--- src/rtl/ram_arb_pkg.sv ---
// Shared defaults and state type for the two-client RAM arbiter.
package ram_arb_pkg;

  localparam int DEF_DATA_W = 8;
  localparam int DEF_ADDR_W = 6;
  localparam int DEF_DEPTH  = 32;

  typedef enum logic {
    IDLE   = 1'b0,
    RD_CAP = 1'b1
  } arb_state_t;

endpackage

--- src/rtl/ram_access_arbiter_if.sv ---
// Client-side bus of the RAM arbiter: two requesters share one set of wires.
interface ram_access_arbiter_if #(
  parameter int DATA_W = ram_arb_pkg::DEF_DATA_W,
  parameter int ADDR_W = ram_arb_pkg::DEF_ADDR_W
);

  logic [1:0]          req;
  logic [1:0]          we;
  logic [2*ADDR_W-1:0] addr;
  logic [2*DATA_W-1:0] wdata;
  logic [1:0]          gnt;
  logic [1:0]          rvalid;
  logic [DATA_W-1:0]   rdata;
  logic [1:0]          err;

  modport master (
    output req, we, addr, wdata,
    input  gnt, rvalid, rdata, err
  );

  modport slave (
    input  req, we, addr, wdata,
    output gnt, rvalid, rdata, err
  );

endinterface

--- src/rtl/rr_arb2.sv ---
// Combinational two-way round-robin pick; the requester that did not win last time has priority.
module rr_arb2 (
  input  logic [1:0] req,
  input  logic       last,
  output logic [1:0] grant,
  output logic       id
);

  always_comb begin
    id    = 1'b0;
    grant = 2'b00;
    case (req)
      2'b01:   id = 1'b0;
      2'b10:   id = 1'b1;
      2'b11:   id = ~last;
      default: id = 1'b0;
    endcase
    if (|req) begin
      grant = id ? 2'b10 : 2'b01;
    end
  end

endmodule

--- src/rtl/ram_access_arbiter.sv ---
// Shares one single-port synchronous RAM between two clients, sequencing the
// two-cycle read and flagging out-of-range addresses.
module ram_access_arbiter
  import ram_arb_pkg::*;
#(
  parameter int DATA_W = DEF_DATA_W,
  parameter int ADDR_W = DEF_ADDR_W,
  parameter int DEPTH  = DEF_DEPTH
) (
  input  logic                 clk,
  input  logic                 rst,
  ram_access_arbiter_if.slave  bus,
  output logic                 ram_en,
  output logic                 ram_we,
  output logic [ADDR_W-1:0]    ram_addr,
  output logic [DATA_W-1:0]    ram_wdata,
  input  logic [DATA_W-1:0]    ram_q
);

  localparam logic [ADDR_W:0] DEPTH_LIM = DEPTH[ADDR_W:0];

  arb_state_t        state_reg, state_next;
  logic              last_reg;
  logic              id_reg;
  logic [ADDR_W-1:0] cap_addr_reg;
  logic [DATA_W-1:0] rdata_reg;
  logic [1:0]        rvalid_reg;
  logic [1:0]        err_reg;

  logic [ADDR_W-1:0] addr_arr  [2];
  logic [DATA_W-1:0] wdata_arr [2];
  logic [1:0]        pick_oh;
  logic              pick_id;
  logic [ADDR_W-1:0] win_addr;
  logic              win_we;
  logic              win_legal;
  logic              grant_en;

  genvar gi;
  generate
    for (gi = 0; gi < 2; gi++) begin : g_unpack
      assign addr_arr[gi]  = bus.addr[gi*ADDR_W +: ADDR_W];
      assign wdata_arr[gi] = bus.wdata[gi*DATA_W +: DATA_W];
    end
  endgenerate

  rr_arb2 u_rr_arb2 (
    .req   (bus.req),
    .last  (last_reg),
    .grant (pick_oh),
    .id    (pick_id)
  );

  assign win_addr  = addr_arr[pick_id];
  assign win_we    = bus.we[pick_id];
  assign win_legal = ({1'b0, win_addr} < DEPTH_LIM);
  assign grant_en  = (state_reg == IDLE) && (|bus.req);

  // Outputs are forced quiet while reset is held, since gnt/ram_* are combinational.
  always_comb begin
    state_next = state_reg;
    bus.gnt    = 2'b00;
    ram_en     = 1'b0;
    ram_we     = 1'b0;
    ram_addr   = '0;
    ram_wdata  = '0;
    if (!rst) begin
      case (state_reg)
        IDLE: begin
          if (|bus.req) begin
            bus.gnt = pick_oh;
            if (win_legal) begin
              ram_en   = 1'b1;
              ram_we   = win_we;
              ram_addr = win_addr;
              if (win_we) begin
                ram_wdata = wdata_arr[pick_id];
              end else begin
                state_next = RD_CAP;
              end
            end
          end
        end
        RD_CAP: begin
          // Hold en/addr so the RAM keeps q driven while it is captured.
          ram_en     = 1'b1;
          ram_addr   = cap_addr_reg;
          state_next = IDLE;
        end
        default: state_next = IDLE;
      endcase
    end
  end

  always_ff @(posedge clk or posedge rst) begin
    if (rst) begin
      state_reg    <= IDLE;
      last_reg     <= 1'b1;
      id_reg       <= 1'b0;
      cap_addr_reg <= '0;
      rdata_reg    <= '0;
      rvalid_reg   <= 2'b00;
      err_reg      <= 2'b00;
    end else begin
      state_reg  <= state_next;
      rvalid_reg <= 2'b00;
      err_reg    <= 2'b00;
      if (state_reg == RD_CAP) begin
        rdata_reg          <= ram_q;
        rvalid_reg[id_reg] <= 1'b1;
      end
      if (grant_en) begin
        last_reg <= pick_id;
        if (!win_legal) begin
          err_reg[pick_id] <= 1'b1;
        end else if (!win_we) begin
          id_reg       <= pick_id;
          cap_addr_reg <= win_addr;
        end
      end
    end
  end

  assign bus.rvalid = rvalid_reg;
  assign bus.rdata  = rdata_reg;
  assign bus.err    = err_reg;

endmodule

--- src/flat_wrapper.sv ---
// flat-port wrapper written by rule: the top's interface ports become plain ports
module ram_access_arbiter_flat import ram_arb_pkg::*;
#(
  parameter int DATA_W = DEF_DATA_W,
  parameter int ADDR_W = DEF_ADDR_W,
  parameter int DEPTH  = DEF_DEPTH
)
  (clk, rst, ram_en, ram_we, ram_addr, ram_wdata, ram_q, bus_req, bus_we, bus_addr, bus_wdata, bus_gnt, bus_rvalid, bus_rdata, bus_err);
  ram_access_arbiter_if #(.DATA_W(DATA_W), .ADDR_W(ADDR_W)) bus_i ();
  input  logic clk;
  input  logic rst;
  output logic ram_en;
  output logic ram_we;
  output logic [ADDR_W-1:0] ram_addr;
  output logic [DATA_W-1:0] ram_wdata;
  input  logic [DATA_W-1:0] ram_q;
  input wire logic [$bits(bus_i.req)-1:0] bus_req;
  input wire logic [$bits(bus_i.we)-1:0] bus_we;
  input wire logic [$bits(bus_i.addr)-1:0] bus_addr;
  input wire logic [$bits(bus_i.wdata)-1:0] bus_wdata;
  output wire logic [$bits(bus_i.gnt)-1:0] bus_gnt;
  output wire logic [$bits(bus_i.rvalid)-1:0] bus_rvalid;
  output wire logic [$bits(bus_i.rdata)-1:0] bus_rdata;
  output wire logic [$bits(bus_i.err)-1:0] bus_err;
  assign bus_i.req = bus_req;
  assign bus_i.we = bus_we;
  assign bus_i.addr = bus_addr;
  assign bus_i.wdata = bus_wdata;
  assign bus_gnt = bus_i.gnt;
  assign bus_rvalid = bus_i.rvalid;
  assign bus_rdata = bus_i.rdata;
  assign bus_err = bus_i.err;
  ram_access_arbiter #(.DATA_W(DATA_W), .ADDR_W(ADDR_W), .DEPTH(DEPTH)) u_core (.clk(clk), .rst(rst), .bus(bus_i), .ram_en(ram_en), .ram_we(ram_we), .ram_addr(ram_addr), .ram_wdata(ram_wdata), .ram_q(ram_q));
endmodule
--- config.mk ---
export PLATFORM = sky130hd
export DESIGN_NAME = ram_access_arbiter_flat
export DESIGN_NICKNAME = d
export VERILOG_FILES = /design/src/rtl/ram_arb_pkg.sv /design/src/rtl/ram_access_arbiter_if.sv /design/src/rtl/rr_arb2.sv /design/src/rtl/ram_access_arbiter.sv /design/src/flat_wrapper.sv
export SDC_FILE = /design/constraint.sdc
export NUM_CORES = 1
export LEC_CHECK = 0
export CORE_MARGIN = 5
export CORE_UTILIZATION = 32
export CTS_CLUSTER_SIZE = 10
export DETAILED_ROUTE_END_ITERATION = 7
export GPL_TIMING_DRIVEN = 0
export PLACE_DENSITY = 0.75
export SLEW_MARGIN = 20
export SYNTH_ARGS = -nofsm -noshare
export SYNTH_HDL_FRONTEND = slang
export SYNTH_SLANG_ARGS = --single-unit
--- constraint.sdc ---
create_clock -name clk -period 2.06 [get_ports clk]
set_clock_uncertainty 0.2 [all_clocks]
set_input_delay 0.309 -clock clk [delete_from_list [all_inputs] [get_ports clk]]
set_output_delay 0.309 -clock clk [all_outputs]
set_load 0.03 [all_outputs]
==> results of run 1 <==
-- area by class of cell --
cell class / instances / area (um^2) / share of cell area [%]
well taps: 46 / 57.56 / 2.626
repair buffers: 80 / 814.5 / 37.16
repair inverters: 1 / 5.005 / 0.2283
inverters: 8 / 33.78 / 1.541
flip-flops and latches: 21 / 526.8 / 24.03
clock buffers: 3 / 22.52 / 1.027
clock inverters: 1 / 5.005 / 0.2283
plain buffers: 5 / 38.79 / 1.769
multi-input cells: 83 / 688.2 / 31.39
-- metrics by stage --
stage / TNS (ns) / area [um^2] / total power, mW / instances / hold WS, ns
floorplan: -1.235 / 1129 / 1.082 / 116 / 0.2322
global placement: -17.83 / 1887 / 1.406 / 232 / 0.2623
detailed placement: -19.34 / 1887 / 1.430 / 232 / 0.2651
CTS: -4.476 / 2153 / 1.744 / 247 / 0.003283
global route: -6.133 / 2192 / 1.855 / 248 / 0.08033
finish: -4.075 / 2192 / 1.748 / 248 / 0.04199
-- synth_stat cells (all sizes together) (2+ instances only) --
master	n
nand2	23
dfrtp	20
mux2	13
a21oi	12
inv	8
mux2i	6
o21ai	5
clkbuf	3
nand3	3
nor2	3
nor3	3
and3	2
buf	2
nor2b	2
-- power groups by stage --
stage          sequential (mW)  combinational (mW)  clock (mW)
2_1_floorplan            0.772               0.309           0
3_3_place_gp             0.619               0.787           0
3_5_place_dp             0.628               0.802           0
4_1_cts                  0.621               0.913       0.210
5_1_grt                  0.641               0.986       0.229
6_report                 0.620               0.926       0.202
-- critical path, delay by kind of cell, from the launching register on --
| family | cells | cell delay, ns |
|---|---|---|
| flops | 1 | 0.59 |
| compound gates | 2 | 0.42 |
| buf+inv | 2 | 0.32 |
| simple gates | 2 | 0.18 |
-- metal layers --
layer	share of wire, %	global-route usage [%]	wire length (um)
met1	39	17.75	1467
met5	0	0	0
met3	5.5	5.217	210
met4	2.2	5.857	82
met2	54	27.97	2046
-- cell families after synthesis --
logic type	synth area share [%]
AOI/OAI and AO/OA	13.19
buffers and inverters	4.434
DFF	46.67
muxes	19.29
and+or+nand+nor	16.41
-- what timing repair did --
| item | CTS | global route |
|---|---|---|
| hold endpoints to repair | 4 | 0 |
| pin swaps | 6 | 3 |
| setup buffers | 8 | 1 |
| endpoints found under the setup margin | 21 | 23 |
| hold buffers | 1 | 0 |
| gates resized for setup | 147 | 13 |
| gates cloned | 2 | 0 |
-- worst min-delay path by stage --
stage	cells past startpoint	end	startpoint
detailed placement	1	u_core.bus.rvalid[0]$_DFF_PP0_	u_core.id_reg$_DFFE_PP0P_
floorplan	1	u_core.bus.rvalid[0]$_DFF_PP0_	u_core.id_reg$_DFFE_PP0P_
finish	2	u_core.bus.rvalid[0]$_DFF_PP0_	rst
global route	2	u_core.bus.rvalid[0]$_DFF_PP0_	rst
CTS	2	u_core.bus.rdata[4]$_DFFE_PP0P_	rst
global placement	1	u_core.bus.rvalid[0]$_DFF_PP0_	u_core.id_reg$_DFFE_PP0P_
==> impl_metrics.py, run 1 <==
metrics = {
    "timing": {
        "tightest_slew_ns": 0.5947,
        "setup_slack_ns": -0.2701,
        "maxSlewViolCount": 0,
        "finalSetupViolCount": 20,
        "relSlewSlack_pct": 60.35,
        "final_hold_viol_count": 0,
        "fmax_ghz": 0.4292,
        "fin_crit_ns": 2.330,
        "fin_crit_sh_pct": 113.1,
        "rsz0062_at_grt": "yes",
    },
    "synthesis": {
        "synth_top_area_share_pct": 44.35,
        "synth_edf_count": 0,
        "ys_warn_count": 0,
        "ys_ff_latch": 21,
        "async_flop_share_pct": 100.0,
        "ys_seq_area_share_pct": 46.67,
        "synth_fp_nets": 158,
        "yosys_most_used_dff": "dfrtp_1",
        "syn_inst": 116,
        "synth_area_leader_cell": "dfrtp_1",
        "syn_avg_cell_area_um2": 9.729,
        "synthesis.area_um2": 1129,
        "synthTopCellsByArea": "dfrtp_1 44%, mux2_2 10%, nand2_1 7.6%",
        "post_synth_num_cell_types": 28,
    },
    "die": {
        "die_w_um": 69.39,
        "die_h_um": 69.39,
        "dieArea_um2": 4814,
        "rows": 21,
        "fp.coreArea_um2": 3363,
        "io_pins": 72,
        "initial_utilization_pct": 33.56,
    },
    "drt": {
        "drc": 0,
        "drtIter0Drc": 48,
        "ant_nets": 0,
        "drt-total-wl_mm": 3.806,
        "dr.pass1.iters": 4,
        "wire_per_inst_um": 15.35,
        "via_per_inst": 4.843,
        "dr_total_vias": 1201,
    },
    "critical_path": {
        "crit_chain": "nor2b_2, o32ai_4, buf_12, nand3_4, a21oi_2, buf_6",
        "setup.worst_path.start_class": "register",
        "reg2regPathDepth": 5,
        "slowest_stage": "dfstp_2",
        "r2r_start": "u_core.last_reg$_DFFE_PP1P_",
        "r2r_slack_ns": -0.13,
        "slowest_delay_ns": 0.59,
        "setup.worst_path.start": "u_core.last_reg$_DFFE_PP1P_",
        "cp-endpoint": "ram_wdata[6]",
        "crit_required_ns": 1.55,
        "r2r_end": "u_core.cap_addr_reg[3]$_DFFE_PP0P_",
        "worstSetupPathType": "register to output pin",
        "worstPathArrival_ns": 1.82,
        "end_kind": "output pin",
        "critPathMaxFanout": 6,
    },
    "outcome": {
        "violations": "setup timing",
        "outcome": "complete, but fails checks",
    },
    "placed_design": {
        "io_buffers": 70,
        "place_congestion": 0.7754,
        "hpwlAfterDp_mm": 2.836,
        "dp_slack_ns": -1.177,
    },
    "pwr": {
        "p_leak_nw": 0.9370,
        "p_per_area_nw_per_um2": 797.5,
        "swShare_pct": 38.24,
        "ir_drop_mv": 0.5209,
        "pwr-share-seq_pct": 35.5,
        "p_comb_share_pct": 53.0,
        "internal_power_mw": 1.080,
        "pwr-share-clk_pct": 11.6,
        "p_switching_mw": 0.6685,
    },
    "layout": {
        "final_common_cell": "clkdlybuf4s50_1",
        "layout_common_cells": "50 x clkdlybuf4s50_1, 21 x nand2_1, 20 x dfrtp_1",
        "post-route-util_pct": 65.18,
        "area_growth_pct": 94.23,
        "post_route_cells_drive_above_1_share_pct": 36.14,
        "largest_reg_flops": 8,
        "fill_cells": 294,
        "nNetsFinal": 245,
        "diodes": 0,
    },
    "global_routing": {
        "grt_pass1_wl_mm": 6.368,
        "grt_pass1_vias": 1338,
        "antenna_found_initial": 0,
        "grt.total_usage_pct": 15.91,
        "grt_max_degree": 13,
        "overflow": 0,
    },
    "clock_tree": {
        "clk_pin_slew_ns": 0.13,
        "cts-root-buf": "clkbuf_4",
        "clock-sinks": 21,
        "clock_latency_ns": 0.31,
        "cts_tree": "built",
        "clockBufferDepth": 2,
        "numCtsBuffers": 3,
        "htreeDepth": 1,
    },
    "job": {
        "maxCapViolCount": 0,
    },
    "min_path": {
        "hp-class": "primary input to async pin",
    },
}
Power figures use the tool's default switching activity.
==> inputs of run 2 (changes only) <==
CORE_UTILIZATION = 36   (was 32)
PLACE_DENSITY = 0.8   (was 0.75)
RECOVER_POWER = 100   (was not set)
clock period = 2.4 ns   (was 2.06 ns; I/O delays follow)
==> run 2 against run 1 <==
Effect of this change:
- the flow still finishes with violations (setup timing)
- first-iteration DRC count is 110% higher
- cell area is 2.9% lower
- final cell count is 1.2% lower
- clock power is 11% lower
- wire length is 13% higher
- worst hold slack better by 0.056 ns
- critical path type unchanged
- critical endpoint is now ram_wdata[3]
- largest cell class unchanged
==> impl_metrics.py, run 2 (synthesis gave the netlist of run 1 again) <==
metrics = {
    "outcome": {
        "violations": "setup timing",
        "outcome": "complete, but fails checks",
    },
    "clock_tree": {
        "clock_latency_ns": 0.31,
        "numCtsBuffers": 3,
        "cts_tree": "built",
        "clockBufferDepth": 2,
        "htreeDepth": 1,
        "clk_pin_slew_ns": 0.13,
        "clock-sinks": 21,
        "cts-root-buf": "clkbuf_4",
    },
    "drt": {
        "drtIter0Drc": 101,
        "wire_per_inst_um": 17.53,
        "via_per_inst": 5.273,
        "ant_nets": 0,
        "drt-total-wl_mm": 4.296,
        "drc": 0,
        "dr.pass1.iters": 4,
        "dr_total_vias": 1292,
    },
    "critical_path": {
        "cpLargestDelayFamily": "flip-flops",
        "crit_chain": "nor2b_4, o32ai_4, buf_12, nand3_4, a21oi_1, buf_4",
        "slowest_delay_ns": 0.62,
        "reg2regPathDepth": 6,
        "worstSetupPathType": "register to output pin",
        "slowest_stage": "dfstp_2",
        "crit_required_ns": 1.84,
        "r2r_start": "u_core.last_reg$_DFFE_PP1P_",
        "r2r_end": "u_core.cap_addr_reg[4]$_DFFE_PP0P_",
        "worstPathArrival_ns": 1.95,
        "setup.worst_path.start_class": "register",
        "critPathMaxFanout": 6,
        "cp_num_buf_inv": 2,
        "end_kind": "output pin",
        "r2r_slack_ns": 0.03,
    },
    "global_routing": {
        "use_met2_pct": 34.42,
        "grt_max_degree": 12,
        "use_met3_pct": 6.293,
        "overflow": 0,
        "grt_busiest_layer": "met2",
        "grt_pass1_wl_mm": 6.320,
        "antenna_found_initial": 0,
        "use_met1_pct": 22.06,
        "grt.total_usage_pct": 19.06,
        "grt_pass1_vias": 1358,
    },
    "timing": {
        "fmax_ghz": 0.3981,
        "setup_slack_ns": -0.1117,
        "rsz0062_at_grt": "yes",
        "fin_crit_sh_pct": 104.7,
        "finalSetupViolCount": 14,
        "maxSlewViolCount": 0,
        "finalSetupTns_ns": -0.8435,
        "tightest_slew_ns": 0.6169,
        "fin_crit_ns": 2.512,
        "final_hold_viol_count": 0,
        "relSlewSlack_pct": 58.87,
    },
    "layout": {
        "fill_cells": 226,
        "final_design_area_no_fill_um2": 2130,
        "nNetsFinal": 244,
        "final_common_cell": "clkdlybuf4s50_1",
        "layout_common_cells": "50 x clkdlybuf4s50_1, 22 x nand2_1, 20 x dfrtp_1",
        "final-seq-area_um2": 526.8,
        "area_growth_pct": 88.69,
        "largest_reg_flops": 8,
        "post_route_cells_drive_above_1_share_pct": 34.33,
        "diodes": 0,
        "multi_input_area_um2": 684.4,
    },
    "pwr": {
        "p_per_area_nw_per_um2": 711.5,
        "p_total_mw": 1.515,
        "p_leak_nw": 0.9134,
        "ir_drop_mv": 0.6605,
    },
    "die": {
        "dieArea_um2": 4355,
        "die_h_um": 65.99,
        "rows": 20,
        "io_pins": 72,
        "initial_utilization_pct": 37.27,
        "fp.coreArea_um2": 3028,
        "die_w_um": 65.99,
    },
    "placed_design": {
        "dp_slack_ns": -0.8941,
        "postPlaceCellArea_um2": 1884,
        "hpwlAfterDp_mm": 2.897,
        "place_congestion": 0.7278,
        "io_buffers": 70,
    },
    "min_path": {
        "hp-class": "primary input to async pin",
    },
    "job": {
        "maxCapViolCount": 0,
    },
}
run 2: cell types whose count changed in the layout (fill, tap and decap cells not counted), sizes merged:
| cell | change |
|---|---|
| buf | -4 |
| clkbuf | +3 |
| clkinv | -1 |
| dlygate4sd2 | +2 |
| dlygate4sd3 | -1 |
run 2: worst max-delay path by stage:
stage                                     start            to  slack [ns]  cells past startpoint
floorplan                            bus_req[1]   ram_addr[1]        0.08                      4
global placement                     bus_req[0]  ram_wdata[7]       -0.85                      6
detailed placement                   bus_req[0]  ram_wdata[7]       -0.89                      6
CTS                 u_core.last_reg$_DFFE_PP1P_   ram_addr[3]      -0.008                      6
global route        u_core.last_reg$_DFFE_PP1P_  ram_wdata[3]       -0.18                      6
finish              u_core.last_reg$_DFFE_PP1P_  ram_wdata[3]       -0.11                      6
run 2: what timing repair did:
action	4_1_cts	5_1_grt
setup buffers	5	4
resized for setup	120	29
cloned	2	0
endpoints found under the setup margin	18	16
hold buffers	0	0
hold endpoints to repair	0	0
pin swaps	2	8
run 2: area by class of cell:
| type | instances | share of cell area, % |
|---|---|---|
| Buffer | 5 | 1.410 |
| Clock buffer | 4 | 1.234 |
| Timing Repair inverter | 1 | 0.2350 |
| Sequential cell | 21 | 24.74 |
| Tap cell | 44 | 2.585 |
| Inverter | 8 | 1.586 |
| Multi-Input combinational cell | 83 | 32.14 |
| Timing Repair Buffer | 79 | 36.08 |
run 2: layer usage:
layer  wire, um  up-vias
met5          0        -
met2       2363       75
met4         48        0
met1       1497      638
met3        387        8
li1           -      571
run 2: power breakdown:
| part | switching (mW) | total (mW) | internal (mW) |
|---|---|---|---|
| sequential | 0.0703 | 0.540 | 0.470 |
| clock | 0.114 | 0.179 | 0.0649 |
| combinational | 0.413 | 0.796 | 0.383 |
run 2: per-stage QoR:
| stage | hold slack (ns) | instances | util [%] |
|---|---|---|---|
| 6_report | 0.09815 | 245 | 70.33 |
| 5_1_grt | 0.1463 | 245 | 70.33 |
| 4_1_cts | 0.05571 | 241 | 66.41 |
| 3_5_place_dp | 0.2658 | 230 | 62.23 |
| 3_3_place_gp | 0.2458 | 230 | 62.23 |
| 2_1_floorplan | 0.2322 | 116 | - |
==> inputs of run 3 (changes only) <==
REMOVE_ABC_BUFFERS = 1   (was not set)
==> run 3 against run 2 <==
Effect of this change:
- the flow still finishes with violations (setup timing)
- worst hold slack worse by 0.082 ns
- power is 2.2% lower
- flip-flop and latch count stayed put
- first-iteration DRC count is 46% lower
- largest power group unchanged
- wire length is 6.9% lower
- fmax is 2.5% higher
- sequential share of layout area is 0.23 points higher
- combinational power is 4.1% lower
- clock-buffer cell count stayed put
==> impl_metrics.py, run 3 (synthesis gave the netlist of run 1 again) <==
metrics = {
    "drt": {
        "drt-total-wl_mm": 4.001,
        "via_per_inst": 4.766,
        "wire_per_inst_um": 16.40,
        "drc": 0,
        "ant_nets": 0,
        "dr_total_vias": 1163,
        "drtIter0Drc": 55,
        "dr.pass1.iters": 4,
    },
    "timing": {
        "fmax_ghz": 0.4081,
        "setup_slack_ns": -0.05026,
        "fin_crit_sh_pct": 102.1,
        "maxSlewViolCount": 0,
        "rsz0062_at_grt": "yes",
        "tightest_slew_ns": 0.6281,
        "relSlewSlack_pct": 58.12,
        "final_hold_viol_count": 0,
        "finalSetupViolCount": 11,
        "fin_crit_ns": 2.450,
    },
    "die": {
        "die_h_um": 65.99,
        "initial_utilization_pct": 37.27,
        "dieArea_um2": 4355,
        "rows": 20,
        "io_pins": 72,
        "fp.coreArea_um2": 3028,
        "die_w_um": 65.99,
    },
    "global_routing": {
        "antenna_found_initial": 0,
        "grt_pass1_wl_mm": 5.796,
        "overflow": 0,
        "use_met2_pct": 32.42,
        "grt_busiest_layer": "met2",
        "grt_pass1_vias": 1250,
        "use_met1_pct": 19.11,
        "grt_max_degree": 22,
        "use_met3_pct": 3.571,
        "grt.total_usage_pct": 17.25,
    },
    "clock_tree": {
        "clock_latency_ns": 0.30,
        "clock-sinks": 21,
        "numCtsBuffers": 3,
        "clockBufferDepth": 2,
        "cts_tree": "built",
        "htreeDepth": 1,
        "clk_pin_slew_ns": 0.11,
        "postCtsHoldBufs": 0,
        "cts-root-buf": "clkbuf_4",
    },
    "layout": {
        "post_route_cells_drive_above_1_share_pct": 34.00,
        "final_common_cell": "clkdlybuf4s50_1",
        "diodes": 0,
        "area_growth_pct": 88.25,
        "layout_common_cells": "51 x clkdlybuf4s50_1, 22 x nand2_1, 19 x dfrtp_1",
        "fill_cells": 213,
        "nNetsFinal": 243,
        "final_design_area_no_fill_um2": 2125,
        "largest_reg_flops": 8,
    },
    "pwr": {
        "swShare_pct": 38.61,
        "p_total_mw": 1.482,
        "p_comb_share_pct": 51.5,
        "ir_drop_mv": 0.4843,
        "pwr-share-seq_pct": 36.9,
        "p_leak_nw": 0.9156,
        "p_switching_mw": 0.5722,
        "internal_power_mw": 0.9099,
        "p_per_area_nw_per_um2": 697.6,
        "pwr-share-clk_pct": 11.6,
    },
    "min_path": {
        "hp-class": "primary input to async pin",
    },
    "critical_path": {
        "setup.worst_path.start": "u_core.last_reg$_DFFE_PP1P_",
        "crit_required_ns": 1.84,
        "r2r_start": "u_core.last_reg$_DFFE_PP1P_",
        "reg2regPathDepth": 5,
        "setup.worst_path.start_class": "register",
        "worstSetupPathType": "register to output pin",
        "end_kind": "output pin",
        "worstPathArrival_ns": 1.89,
        "r2r_end": "u_core.cap_addr_reg[4]$_DFFE_PP0P_",
        "r2r_slack_ns": 0.10,
        "critPathMaxFanout": 5,
    },
    "outcome": {
        "violations": "setup timing",
        "outcome": "complete, but fails checks",
    },
    "placed_design": {
        "postPlaceCellArea_um2": 1878,
        "hpwlAfterDp_mm": 2.615,
        "place_congestion": 0.8059,
        "io_buffers": 71,
    },
    "job": {
        "maxCapViolCount": 0,
    },
}
-- run 3: cell count changes in the layout (fill, tap and decap cells not counted), sizes merged --
cell	before	now
buf	24	27
clkbuf	10	6
nand3	4	3
clkdlybuf4s50	50	51
-- run 3: area by class of cell --
| cell class | count | area [um^2] | share of cell area [%] |
|---|---|---|---|
| repair buffers | 84 | 799.5 | 37.63 |
| multi-input cells | 82 | 674.4 | 31.74 |
| flip-flops and latches | 21 | 530.5 | 24.97 |
| well taps | 44 | 55.05 | 2.591 |
| inverters | 8 | 33.78 | 1.590 |
| clock buffers | 4 | 26.28 | 1.237 |
| repair inverters | 1 | 5.005 | 0.2356 |
-- run 3: how the worst max path moves through the flow --
stage              endpoint  depth (start not counted)
2_1_floorplan   ram_addr[0]                          3
3_3_place_gp    ram_addr[4]                          6
3_5_place_dp   ram_wdata[6]                          6
4_1_cts        ram_wdata[3]                          6
5_1_grt        ram_wdata[0]                          6
6_report       ram_wdata[2]                          6
-- run 3: power by group through the flow --
| stage | clock network, mW | logic [mW] | registers (mW) |
|---|---|---|---|
| final | 0.172 | 0.763 | 0.547 |
| after global routing | 0.186 | 0.803 | 0.558 |
| after CTS | 0.175 | 0.710 | 0.543 |
| after detailed placement | 0 | 0.670 | 0.549 |
| after global placement | 0 | 0.660 | 0.539 |
| after floorplan | 0 | 0.251 | 0.670 |
-- run 3: worst max-delay path, cell delays in order, from the launching register on --
cell	delay, ns
dfstp_2	0.60
a21bo_4	0.19
mux2_4	0.33
nand3_2	0.11
buf_6	0.14
a21oi_1	0.05
buf_4	0.16
-- run 3: layer usage --
metal	up-vias	wire, um
li1	566	-
met1	553	1542
met2	35	2208
met3	9	169
met4	0	81
met5	-	0
-- run 3: metrics by stage --
step	utilization (%)	std cells	TNS (ns)	setup WS, ns	hold WS [ns]
final	70.17	244	-0.3133	-0.05026	0.01642
after global routing	70.17	244	-1.274	-0.1141	0.06582
after CTS	65.79	239	-0.1409	-0.02363	0.1963
after detailed placement	62.02	226	-14.66	-0.9691	0.2718
after global placement	61.90	226	-17.44	-1.265	0.2541
after floorplan	-	111	-0.4465	-0.1097	0.1499
-- run 3: timing repair --
| item | CTS | global route |
|---|---|---|
| endpoints found under the setup margin | 18 | 15 |
| gates resized for setup | 115 | 31 |
| buffers inserted | 8 | 4 |
| cloned | 1 | 1 |
| pin swaps | 4 | 2 |
